### src/rtl/fixed_mul_pipe.sv
// Pipelined signed fixed-point multiplier (Q INT_BITS.FRAC_BITS) with per-transaction
// truncate/round and wrap/saturate modes, overflow flag and valid/ready flow control.
module fixed_mul_pipe #(
    parameter int INT_BITS  = 8,
    parameter int FRAC_BITS = 8,
    parameter int STAGES    = 2
) (
    input  logic                          clk,
    input  logic                          rst_n,
    input  logic                          in_valid,
    output logic                          in_ready,
    input  logic [INT_BITS+FRAC_BITS-1:0] a,
    input  logic [INT_BITS+FRAC_BITS-1:0] b,
    input  logic                          rnd_mode,
    input  logic                          sat_en,
    output logic                          out_valid,
    input  logic                          out_ready,
    output logic [INT_BITS+FRAC_BITS-1:0] result,
    output logic                          overflow
);
    localparam int W  = INT_BITS + FRAC_BITS;
    localparam int PW = 2 * W;
    localparam logic [PW:0]  HALF    = {{PW{1'b0}}, 1'b1} << (FRAC_BITS - 1);
    localparam logic [W-1:0] MAX_POS = {1'b0, {(W-1){1'b1}}};
    localparam logic [W-1:0] MAX_NEG = {1'b1, {(W-1){1'b0}}};

    // Scale a full product back to W bits; one extra bit keeps the rounding add exact.
    function automatic logic [W:0] finalize(input logic signed [PW-1:0] p,
                                            input logic rnd, input logic sat);
        logic signed [PW:0] s;
        logic               ovf;
        logic [W-1:0]       r;
        s = {p[PW-1], p};
        if (rnd) s = s + $signed(HALF);
        s   = s >>> FRAC_BITS;
        ovf = !((&s[PW:W-1]) || !(|s[PW:W-1]));
        r   = s[W-1:0];
        if (sat && ovf) r = s[PW] ? MAX_NEG : MAX_POS;
        return {ovf, r};
    endfunction

    logic signed [PW-1:0] prod_in;
    assign prod_in = PW'($signed(a)) * PW'($signed(b));

    logic [STAGES-1:0] vld_q;
    logic [STAGES-1:0] load;

    // A slot may load when it is empty or its content moves on this cycle.
    always_comb begin
        load = '0;
        load[STAGES-1] = !vld_q[STAGES-1] || out_ready;
        for (int k = STAGES - 2; k >= 0; k--) begin
            load[k] = !vld_q[k] || load[k+1];
        end
    end

    assign in_ready  = load[0];
    assign out_valid = vld_q[STAGES-1];

    always_ff @(posedge clk or negedge rst_n) begin
        if (!rst_n) begin
            vld_q <= '0;
        end else begin
            if (load[0]) vld_q[0] <= in_valid;
            for (int k = 1; k < STAGES; k++) begin
                if (load[k]) vld_q[k] <= vld_q[k-1];
            end
        end
    end

    generate
        if (STAGES == 1) begin : g_single
            logic [W-1:0] res_q;
            logic         ovf_q;
            logic [W:0]   fin;

            assign fin = finalize(prod_in, rnd_mode, sat_en);

            always_ff @(posedge clk or negedge rst_n) begin
                if (!rst_n) begin
                    res_q <= '0;
                    ovf_q <= 1'b0;
                end else if (load[0] && in_valid) begin
                    res_q <= fin[W-1:0];
                    ovf_q <= fin[W];
                end
            end

            assign result   = res_q;
            assign overflow = ovf_q;
        end else begin : g_multi
            // Head slot holds the raw product; scaling happens on the way into slot 1.
            logic signed [PW-1:0] prod_q;
            logic                 rnd_q;
            logic                 sat_q;
            logic [W:0]           head_fin;
            logic [W-1:0]         res_q   [1:STAGES-1];
            logic [STAGES-1:1]    ovf_q;
            logic [W-1:0]         src_res [1:STAGES-1];
            logic [STAGES-1:1]    src_ovf;

            assign head_fin = finalize(prod_q, rnd_q, sat_q);

            for (genvar gi = 1; gi < STAGES; gi++) begin : g_src
                if (gi == 1) begin : g_head
                    assign src_res[gi] = head_fin[W-1:0];
                    assign src_ovf[gi] = head_fin[W];
                end else begin : g_chain
                    assign src_res[gi] = res_q[gi-1];
                    assign src_ovf[gi] = ovf_q[gi-1];
                end
            end

            always_ff @(posedge clk or negedge rst_n) begin
                if (!rst_n) begin
                    prod_q <= '0;
                    rnd_q  <= 1'b0;
                    sat_q  <= 1'b0;
                end else if (load[0] && in_valid) begin
                    prod_q <= prod_in;
                    rnd_q  <= rnd_mode;
                    sat_q  <= sat_en;
                end
            end

            always_ff @(posedge clk or negedge rst_n) begin
                if (!rst_n) begin
                    for (int k = 1; k < STAGES; k++) begin
                        res_q[k] <= '0;
                        ovf_q[k] <= 1'b0;
                    end
                end else begin
                    for (int k = 1; k < STAGES; k++) begin
                        if (load[k] && vld_q[k-1]) begin
                            res_q[k] <= src_res[k];
                            ovf_q[k] <= src_ovf[k];
                        end
                    end
                end
            end

            assign result   = res_q[STAGES-1];
            assign overflow = ovf_q[STAGES-1];
        end
    endgenerate

endmodule

### config.mk
export PLATFORM = sky130hd
export DESIGN_NAME = fixed_mul_pipe
export DESIGN_NICKNAME = d
export VERILOG_FILES = /design/src/rtl/fixed_mul_pipe.sv
export SDC_FILE = /design/constraint.sdc
export NUM_CORES = 1
export LEC_CHECK = 0
export ABC_AREA = 1
export BUFFER_PORTS_ARGS = -buffer_cell sky130_fd_sc_hd__buf_2
export CAP_MARGIN = 10
export CELL_PAD_IN_SITES_DETAIL_PLACEMENT = 1
export CELL_PAD_IN_SITES_GLOBAL_PLACEMENT = 1
export CORE_ASPECT_RATIO = 1.25
export CORE_MARGIN = 2
export CORE_UTILIZATION = 48
export CTS_CLUSTER_SIZE = 10
export DETAILED_ROUTE_END_ITERATION = 10
export PLACE_DENSITY = 0.85
export SETUP_SLACK_MARGIN = 0.5
export SYNTH_ARGS = -nofsm -noshare
export SYNTH_HDL_FRONTEND = slang
export SYNTH_SLANG_ARGS = --single-unit
### constraint.sdc
create_clock -name clk -period 3.36 [get_ports clk]
set_input_delay 0 -clock clk [delete_from_list [all_inputs] [get_ports clk]]
set_output_delay 0 -clock clk [all_outputs]
set_load 0.1 [all_outputs]
==> implementation parameters <==
Parameter                              Value

Routing
  Iteration count of the initial detailed-routing pass    7
  Vias    roughly 15,000
  Total DRC errors in the routed layout    0
  Iteration-0 DRC Markers    1,502
  Routed length per instance    roughly 33 microns
  Via density    ~6.4
  Antenna Nets Post-Route    0
  Routed Wire Length    76.1 mm

Timing
  Worst Tran Pin Value    1.14 ns
  Tcrit/Tclk final    1.72
  Slew Viols, Final    0
  Setup-violating endpoint count in the final report    25
  Slew margin rel.    0.238
  Clk_skew    around 0.018 ns
  Total count of hold-check failures in the final report    0
  Final critical-path required period    roughly 5.8 ns
  Min setup slack post-route    -2.41 ns
  Top achievable clock speed    173 MHz
  Unrepaired setup endpoints after global routing    true

Layout
  Share of final-layout standard cells stronger than drive strength 1    0.329
  Footprint of the multi-input gates    between 10,000 and 15,000 sq um
  Number of filler cells placed in the layout    3,124
  Final-stage net count    roughly 2,400
  Area of all placed cells without fillers    roughly 18,000 sq um
  Register area    between 1000 and 1500 sq um
  Area growth from synthesis to layout    34.8%

Logic synthesis
  Share of Yosys cell area claimed by the top area cell type    0.396
  Number of library cell types mapped by synthesis    38
  Number of warnings reported in the yosys synthesis log    0
  Syn Nets    roughly 2,100
  Register bit total from synthesis    46
  Synth area leader    sky130_fd_sc_hd__fa_1
  Post-Syn Area per Cell    between 7 and 8 sq um
  Post-synthesis instance area    13,200 sq um
  Portion of the post-synthesis area used by sequential elements    0.0873
  Top cells by area in the synthesized netlist    sky130_fd_sc_hd__fa_1 (40%), sky130_fd_sc_hd__inv_1 (14%), sky130_fd_sc_hd__nand2_1 (14%), sky130_fd_sc_hd__dfrtp_1 (8.7%), sky130_fd_sc_hd__ha_1 (7.6%)
  Number of instances in the synthesized netlist    approximately 1,700

Die
  Core Footprint    about 27,000 sq um
  Total die area    28,800 sq um
  Starting utilization of the core area    0.490
  Rows    between 60 and 70
  Number of top-level design ports    57
  Vertical die dimension    approximately 190 microns
  Die Width    approximately 150 microns

Worst hold path
  Number of cells traversed by the worst hold path    4
  Min-delay src    out_ready
  Worst hold endpoint    vld_q[1]
  Class of the tightest hold or removal check    primary input to flop

GRT
  Global Route Usage Sum    0.434
  Maximum number of pins on one net before global-route repair    47
  First-pass GRT wire length    about 95 mm
  Via count of the first global-routing pass    between 15,000 and 20,000
  Initial antenna violation count    3
  Total congestion overflow after global routing    0

Run status
  Run status    finished, violations left
  Violated checks    negative setup slack

Clock network
  Total number of clock tree sinks    46
  Maximum buffer depth of the clock tree    2
  Root buf cell    sky130_fd_sc_hd__clkbuf_16
  Depth of the CTS H-tree    2
  Insertion delay to the later sink of the worst-skew pair    0.31 ns
  TritonCTS clock tree    yes
  Inserted Clock Buffers    5
  Clock input transition at the sequential cells of the worst setup and hold paths    0.08 ns

Critical path
  Worst reg2reg path endpoint    result[2]
  Kind of critical path    primary input to flop
  Start of the worst register-to-register path    g_multi.prod_q[8]
  Worst path slowest cell    sky130_fd_sc_hd__fa_1
  Highest net fanout along the worst path    10
  Worst setup SP type    primary input
  Worst r2r path cells    14
  Crit path required time    ~3.6 ns
  Worst setup slack for register-to-register paths    ~0.45 ns
  Crit end category    flop
  Slowest stage delay, CP    0.81 ns
  Data arrival time of the critical path    roughly 6 ns

Placed design
  Total of buffers placed on input and output ports    56
  Placement-stage cell area    roughly 15,000 sq um
  Placed wire-length estimate after detailed placement    39.1 mm
  Gpl congestion    around 0.88
  Post-placement setup slack    -2.43 ns

Flow run
  Number of maximum-capacitance constraint violations    0
==> flip-flops by register name, summed over array words and instances (netlist names) <==
name / flops
g_multi.prod_q: 25
g_multi.rnd_q: 1
g_multi.sat_q: 1
overflow: 1
result: 16
vld_q: 2
==> through the flow <==
stage	instances	hold WS, ns	utilization	TNS [ns]
2_1_floorplan	1740	-0.296	-	-29.49
3_3_place_gp	2250	0.209	0.573	-41.61
3_5_place_dp	2250	0.229	0.573	-48.30
4_1_cts	2299	0.00703	0.625	-33.31
5_1_grt	2325	0.0711	0.660	-52.27
6_report	2326	0.0138	0.660	-50.69
==> placed cells by master, fill, tap and decap left out, types with 8 or more instances in the layout <==
master                      instances
sky130_fd_sc_hd__a21oi_4            8
sky130_fd_sc_hd__buf_6             67
sky130_fd_sc_hd__nor2_4            21
sky130_fd_sc_hd__nor2_2            14
sky130_fd_sc_hd__nand3_2           16
sky130_fd_sc_hd__or2_2              8
sky130_fd_sc_hd__xnor2_1           11
sky130_fd_sc_hd__nand2_1          407
sky130_fd_sc_hd__dfrtp_1           46
sky130_fd_sc_hd__ha_1              52
sky130_fd_sc_hd__clkbuf_16          9
sky130_fd_sc_hd__fa_1             225
sky130_fd_sc_hd__o21ai_0           12
sky130_fd_sc_hd__buf_2             26
sky130_fd_sc_hd__nand3_1           32
sky130_fd_sc_hd__nand4_1            9
sky130_fd_sc_hd__o21ai_2            9
sky130_fd_sc_hd__fa_2              36
sky130_fd_sc_hd__a21oi_2           10
sky130_fd_sc_hd__inv_2             57
sky130_fd_sc_hd__buf_4            174
sky130_fd_sc_hd__a21oi_1            9
sky130_fd_sc_hd__nand2_4           23
sky130_fd_sc_hd__o21ai_1           12
sky130_fd_sc_hd__nand2_2           60
sky130_fd_sc_hd__inv_1            420
sky130_fd_sc_hd__buf_12            15
sky130_fd_sc_hd__nor2_1            55
sky130_fd_sc_hd__ha_4              24
sky130_fd_sc_hd__xor2_1            14
==> cell type report <==
type                    instances  area share
well taps                     345      0.0243
clock buffers                   5     0.00704
repair buffers                295       0.153
clock inverters                 2    0.000563
flip-flops and latches         46      0.0648
inverters                     486       0.104
diodes                          1    0.000141
multi-input cells            1146       0.647
==> kinds of logic after synthesis <==
| kind of cell | count (synthesis) | synth area share |
|---|---|---|
| AO/OA/AOI/OAI | 96 | 0.0416 |
| flip-flops | 46 | 0.0873 |
| XOR/XNOR | 30 | 0.0199 |
| adder cells (fa/ha/maj) | 341 | 0.472 |
| AND/OR/NAND/NOR | 677 | 0.220 |
| buffers and inverters | 550 | 0.159 |
==> worst max-delay path by stage <==
stage                     startpoint            endpoint  cells past startpoint
after floorplan                 a[7]  g_multi.prod_q[23]                     25
after global placement          b[2]  g_multi.prod_q[24]                     24
after detailed placement        b[5]  g_multi.prod_q[24]                     26
after CTS                      a[10]  g_multi.prod_q[31]                     21
after global routing            b[4]  g_multi.prod_q[16]                     22
final                           b[4]  g_multi.prod_q[27]                     25
==> worst max-delay path, delay by kind of cell <==
family | cells | cell delay, ns
adder cells (fa/ha/maj) | 7 | 3.61
buffers and inverters | 8 | 0.92
AO/OA/AOI/OAI | 3 | 0.54
AND/OR/NAND/NOR | 7 | 0.87
==> synth_stat cells (all sizes together) <==
master and count:
a211oi 2, a21boi 4, a21o 4, a21oi 27, a221oi 1, a31oi 8
buf 3, clkbuf 61, clkinv 1, dfrtp 46, fa 261, ha 80
inv 485, nand2 492, nand3 52, nand3b 4, nand4 12, nor2 90
nor3 12, nor4 5, o211ai 4, o21ai 40, o21bai 6, or2 10
xnor2 16, xor2 14
==> repair_timing <==
action | CTS | global route
endpoints found under the setup margin | 25 | 41
hold buffers | 2 | 1
buffers inserted | 40 | 19
pin swaps | 127 | 118
cloned | 0 | 6
resized for setup | 261 | 198
endpoints found under the hold margin | 47 | 1
==> per-layer routing <==
metal  share of wire  global-route usage  wire length, microns
met1            0.28               0.391                 21200
met2            0.47               0.784                 35500
met3           0.098               0.101                  7460
met4            0.16               0.428                 11900
met5         0.00011                   0                     8
Power is left out: the tool's default activity adds up to more than one toggle a clock period on the data nets, which glitch-free logic cannot reach.
